[src/rtl/divisor_secuencial.sv]
// ============================================================================
// Module   : divisor_secuencial (with helper restador)
// Brief    : Multi-cycle unsigned restoring divider. A single shared N+1-bit
//            subtractor performs one trial subtraction per cycle over N
//            iterations. start/busy/done handshake; results held until the
//            next accepted start.
// Revision : 1.0 - initial release
// ============================================================================
`default_nettype none

// Trial subtractor: Result = num1 - num2 (mod 2^W), Carryout = no borrow.
module restador #(
  parameter int W = 5
) (
  input  logic [W-1:0] num1,
  input  logic [W-1:0] num2,
  output logic [W-1:0] Result,
  output logic         Carryout
);

  logic [W:0] diff;

  // One extra bit captures the borrow of the unsigned subtraction.
  assign diff     = {1'b0, num1} - {1'b0, num2};
  assign Result   = diff[W-1:0];
  assign Carryout = ~diff[W];

endmodule

module divisor_secuencial #(
  parameter int N = 4
) (
  input  logic         clk,
  input  logic         rst,
  input  logic         start,
  input  logic [N-1:0] dividend,
  input  logic [N-1:0] divisor,
  output logic         busy,
  output logic         done,
  output logic [N-1:0] quotient,
  output logic [N-1:0] remainder,
  output logic         div_by_zero
);

  localparam int CW = $clog2(N) + 1;

  typedef enum logic [1:0] {
    S_IDLE = 2'd0,
    S_ITER = 2'd1,
    S_DONE = 2'd2
  } state_t;

  state_t        state_q, state_d;
  logic [N-1:0]  r_q, r_d;
  logic [N-1:0]  q_q, q_d;
  logic [N-1:0]  d_q, d_d;
  logic [CW-1:0] cnt_q, cnt_d;
  logic          busy_q, busy_d;
  logic          done_q, done_d;
  logic [N-1:0]  quotient_q, quotient_d;
  logic [N-1:0]  remainder_q, remainder_d;
  logic          dbz_q, dbz_d;

  // Trial subtraction operands: shifted partial remainder against divisor.
  logic [N:0]   trial;
  logic [N:0]   divisor_ext;
  logic [N:0]   sub_res;
  logic         sub_carry;
  logic [N-1:0] iter_r_next;
  logic [N-1:0] iter_q_next;

  assign trial       = {r_q, q_q[N-1]};
  assign divisor_ext = {1'b0, d_q};

  restador #(.W(N + 1)) u_restador (
    .num1     (trial),
    .num2     (divisor_ext),
    .Result   (sub_res),
    .Carryout (sub_carry)
  );

  // Restore step: keep the difference only when the divisor fit.
  assign iter_r_next = sub_carry ? sub_res[N-1:0] : trial[N-1:0];
  assign iter_q_next = {q_q[N-2:0], sub_carry};

  // Next-state and datapath update for the IDLE/ITER/DONE sequence.
  always_comb begin
    state_d     = state_q;
    r_d         = r_q;
    q_d         = q_q;
    d_d         = d_q;
    cnt_d       = cnt_q;
    busy_d      = busy_q;
    done_d      = 1'b0;
    quotient_d  = quotient_q;
    remainder_d = remainder_q;
    dbz_d       = dbz_q;
    case (state_q)
      S_IDLE: begin
        if (start) begin
          busy_d = 1'b1;
          if (divisor == '0) begin
            // Divide-by-zero short-circuits straight to DONE.
            state_d     = S_DONE;
            done_d      = 1'b1;
            quotient_d  = '1;
            remainder_d = dividend;
            dbz_d       = 1'b1;
          end else begin
            state_d = S_ITER;
            q_d     = dividend;
            r_d     = '0;
            d_d     = divisor;
            cnt_d   = CW'(N);
            dbz_d   = 1'b0;
          end
        end
      end
      S_ITER: begin
        r_d   = iter_r_next;
        q_d   = iter_q_next;
        cnt_d = cnt_q - CW'(1);
        if (cnt_q == CW'(1)) begin
          state_d     = S_DONE;
          done_d      = 1'b1;
          quotient_d  = iter_q_next;
          remainder_d = iter_r_next;
        end
      end
      S_DONE: begin
        state_d = S_IDLE;
        busy_d  = 1'b0;
      end
      default: begin
        state_d = S_IDLE;
        busy_d  = 1'b0;
      end
    endcase
  end

  // State and registered outputs; reset aborts any operation silently.
  always_ff @(posedge clk or posedge rst) begin
    if (rst) begin
      state_q     <= S_IDLE;
      r_q         <= '0;
      q_q         <= '0;
      d_q         <= '0;
      cnt_q       <= '0;
      busy_q      <= 1'b0;
      done_q      <= 1'b0;
      quotient_q  <= '0;
      remainder_q <= '0;
      dbz_q       <= 1'b0;
    end else begin
      state_q     <= state_d;
      r_q         <= r_d;
      q_q         <= q_d;
      d_q         <= d_d;
      cnt_q       <= cnt_d;
      busy_q      <= busy_d;
      done_q      <= done_d;
      quotient_q  <= quotient_d;
      remainder_q <= remainder_d;
      dbz_q       <= dbz_d;
    end
  end

  assign busy        = busy_q;
  assign done        = done_q;
  assign quotient    = quotient_q;
  assign remainder   = remainder_q;
  assign div_by_zero = dbz_q;

endmodule

`default_nettype wire

[config.mk]
export PLATFORM = sky130hd
export DESIGN_NAME = divisor_secuencial
export DESIGN_NICKNAME = d
export VERILOG_FILES = /design/src/rtl/divisor_secuencial.sv
export SDC_FILE = /design/constraint.sdc
export NUM_CORES = 1
export LEC_CHECK = 0
export BUFFER_PORTS_ARGS = -buffer_cell sky130_fd_sc_hd__clkbuf_2
export CAP_MARGIN = 25
export CELL_PAD_IN_SITES_DETAIL_PLACEMENT = 0
export CELL_PAD_IN_SITES_GLOBAL_PLACEMENT = 1
export CORE_MARGIN = 2
export CORE_UTILIZATION = 45
export CTS_CLUSTER_SIZE = 24
export DETAILED_ROUTE_END_ITERATION = 8
export GPL_TIMING_DRIVEN = 0
export HOLD_SLACK_MARGIN = 0.05
export PLACE_DENSITY_LB_ADDON = 0.3
export REMOVE_ABC_BUFFERS = 1
export SYNTH_ARGS = -nofsm -noshare
export SYNTH_HDL_FRONTEND = slang
export SYNTH_SLANG_ARGS = --single-unit
[constraint.sdc]
create_clock -name clk -period 5.2 [get_ports clk]
set_input_delay 0.26 -clock clk [delete_from_list [all_inputs] [get_ports clk]]
set_output_delay 0.26 -clock clk [all_outputs]
set_load 0.03 [all_outputs]
==> metrics.csv <==
metric,value,unit
run status,"finished, final reports clean",
number of gates resized after CTS,0,
TritonCTS clock tree,yes,
Synth Register Bits,28,
Routed Antenna Nets,0,
internal power,582,uW
number of vias per cell,5.06,
Initial Util,47.1,%
DP Cell Count,199,
crit path capture type,flop,
"Seq/Total Area, Yosys",49.1,%
area of placed instances,1580,sq um
hold buffers post-CTS,1,
post-synth top area cell,dfrtp_1,
Reg-to-Reg Start,r_q[0]$_DFFE_PP0P_,
setup bufs post-CTS,0,
Core Area,3030,sq um
Max stage delay on crit path,0.46,ns
PwrDens,662,nW/um^2
Synth area leaders,"dfrtp_1, nor2_1, ha_1, nand2_1, mux2_2",
drt pass-1 iters,4,
Post-synth top cells,"dfrtp_1, nor2_1, nand2_1, inv_1",
Startpoint Class,flop,
Inserted Diodes,0,
largest net degree at the start of global routing,18,
Layout Nets,179,
R2R Setup Slk,3.13,ns
dominant synthesized flop cell,dfrtp_1,
vias in the first global route,1026,
cells along the critical path,ha_1 -> nor2b_1 -> o31a_1 -> nor3_2 -> mux2_2 -> a31oi_1,
Leakage,0.753,nW
startpoint of the lowest-slack hold path,dividend[0],
antenna violations before repair,0,
non-filler cells in the finished layout,203,
distinct cell type count of the synthesized netlist,38,
Bufs on Longest Clock Path,2,
gr usage total,17.0,%
Slew Limit Fails,0,
Syn Area/Cell,10.5,sq um
Switching Power,482,uW
Netlist Area Pre-Place,1430,sq um
clk_lat worst skew,0.32,ns
Hold Crit Endpoint,remainder[0]$_DFFE_PP0P_,
"FFs w/ async S/R, synth",100,%
unrepaired setup endpoints after global routing,no,
post-synth top area share,49.1,%
Seq pwr share,37.1,%
CP max-delay cell,dfrtp_1,
warnings from Yosys,0,
# H-tree levels,1,
I/O pin count,22,
Slew @ Worst Pin,0.603,ns
design area,1610,sq um
first-pass GRT wire length,4550,um
fin crit period,2.07,ns
Vias,1028,
"Period Utilization, post-route",39.8,%
final WL,2630,um
Buffers & Inverters on Critical Path,0,
Cells on Worst Hold Path,3,
Sw Share,45.3,%
Worst Path Required,5.45,ns
TritonCTS Sinks,28,
crit path max fanout,4,
Area growth syn-to-layout,12.7,%
top-count cell post-synth,dfrtp_1,
CP top delay family,flip-flops,
maximum clock rate,483,MHz
die span in x,60.3,um
"EDFF count, synth",0,
GPL Wtd Cong,0.786,
"Remaining Overflow, GRT",0,
Max-slew headroom,59.7,%
fillers,291,
DRC errors left,0,
Max-cap violations,0,
DIE HEIGHT,60.3,um
Starting DRT DRC Count,37,
"Reg clk slew, reported paths",0.14,ns
Clock Power Share,8.2,%
peak supply drop,0.253,mV
Setup Skew,0.00498,ns
input/output buffers,21,
post-DP HPWL,2020,um
Num CTS Buffers,3,
final setup violation count,0,
FP Rows,20,
routed wire length per instance,13.0,um
layout cells sized above 1,27.0,%
CP Class,reg -> reg,
cell count after synthesis,136,
worst-case reg-to-reg path depth,6,
die area,3640,sq um
setup tns final,0,ns
final hold vios,0,
Clock Tree Root,clkbuf_4,
Combinational Power Share,54.7,%
r2r endpoint,remainder[1]$_DFFE_PP0P_,
CP arrival,2.32,ns
Hold WC Path Type,in -> reg,
cell families (layout without fill, tap and decap cells):
kind of cell	after synthesis	in the layout	synth area share, %
buf+inv	12	35	4.21
compound gates	22	22	12.2
xor+xnor	2	2	1.23
flops	28	28	49.1
mux	7	7	5.44
simple gates	58	58	21.1
fa+ha+maj	7	7	6.67
sequential cells by signal, indices dropped and copies added, names as in the netlist:
signal	cells
d_q	4
q_q	4
quotient	4
r_q	4
remainder	4
cnt_q	3
state_q	2
busy	1
div_by_zero	1
done	1
through the flow:
step | hold slack (ns) | setup WS (ns) | util (%) | total power [mW]
5_1_grt | 0.160 | 2.99 | 53.1 | 1.17
6_report | 0.175 | 3.13 | 53.1 | 1.06
2_1_floorplan | 0.325 | 3.31 | - | 0.843
3_5_place_dp | 0.349 | 3.16 | 52.0 | 0.987
3_3_place_gp | 0.487 | 3.20 | 51.5 | 0.965
4_1_cts | 0.167 | 3.13 | 53.1 | 1.08
power groups by stage:
stage               sequential [mW]  clock, mW  combinational, mW
global route                  0.409     0.0994              0.657
floorplan                     0.456          0              0.387
global placement              0.395          0              0.570
finish                        0.395     0.0868              0.582
detailed placement            0.401          0              0.586
CTS                           0.396     0.0907              0.589
cell type report:
| type | count | area [sq um] | area share [%] |
|---|---|---|---|
| tap | 44 | 55.1 | 3.42 |
| timing repair buffer | 23 | 130 | 8.09 |
| multi-input combinational | 96 | 666 | 41.4 |
| sequential | 28 | 701 | 43.6 |
| clock buffer | 3 | 22.5 | 1.40 |
| inverter | 9 | 33.8 | 2.10 |
per-layer routing:
layer | vias up | global-route usage (%) | share of wire [%]
met5 | - | 0 | 0
met1 | 491 | 23.2 | 49
met4 | 0 | 5.71 | 0.72
li1 | 514 | - | -
met2 | 21 | 27.8 | 47
met3 | 2 | 2.60 | 3.2
worst reg2reg max path, stage by stage, from the launching register on:
cell and delay [ns]:
dfrtp_1 0.46, ha_1 0.30, nor2b_1 0.14, o31a_1 0.28
nor3_2 0.27, mux2_2 0.39, a31oi_1 0.16
cells in the final DEF (no fill, tap or decap), drive strengths merged, types with 2 or more instances in the layout:
cell type / n
dfrtp: 28
clkbuf: 24
nor2: 23
nand2: 20
inv: 9
mux2: 6
ha: 6
a31oi: 6
a21oi: 5
nor2b: 3
o21ai: 3
nand3: 2
nor4: 2
nand2b: 2
nor3: 2
how the worst max path moves through the flow:
stage                  startpoint                        to  slack, ns  cells after the start
2_1_floorplan  r_q[0]$_DFFE_PP0P_  remainder[1]$_DFFE_PP0P_       3.31                      6
3_3_place_gp   r_q[0]$_DFFE_PP0P_  remainder[1]$_DFFE_PP0P_       3.20                      6
3_5_place_dp   r_q[0]$_DFFE_PP0P_  remainder[1]$_DFFE_PP0P_       3.16                      6
4_1_cts        r_q[0]$_DFFE_PP0P_  remainder[1]$_DFFE_PP0P_       3.13                      6
5_1_grt        r_q[0]$_DFFE_PP0P_  remainder[1]$_DFFE_PP0P_       2.99                      6
6_report       r_q[0]$_DFFE_PP0P_  remainder[1]$_DFFE_PP0P_       3.13                      6
Note: power is estimated with default switching activity, not from simulation.
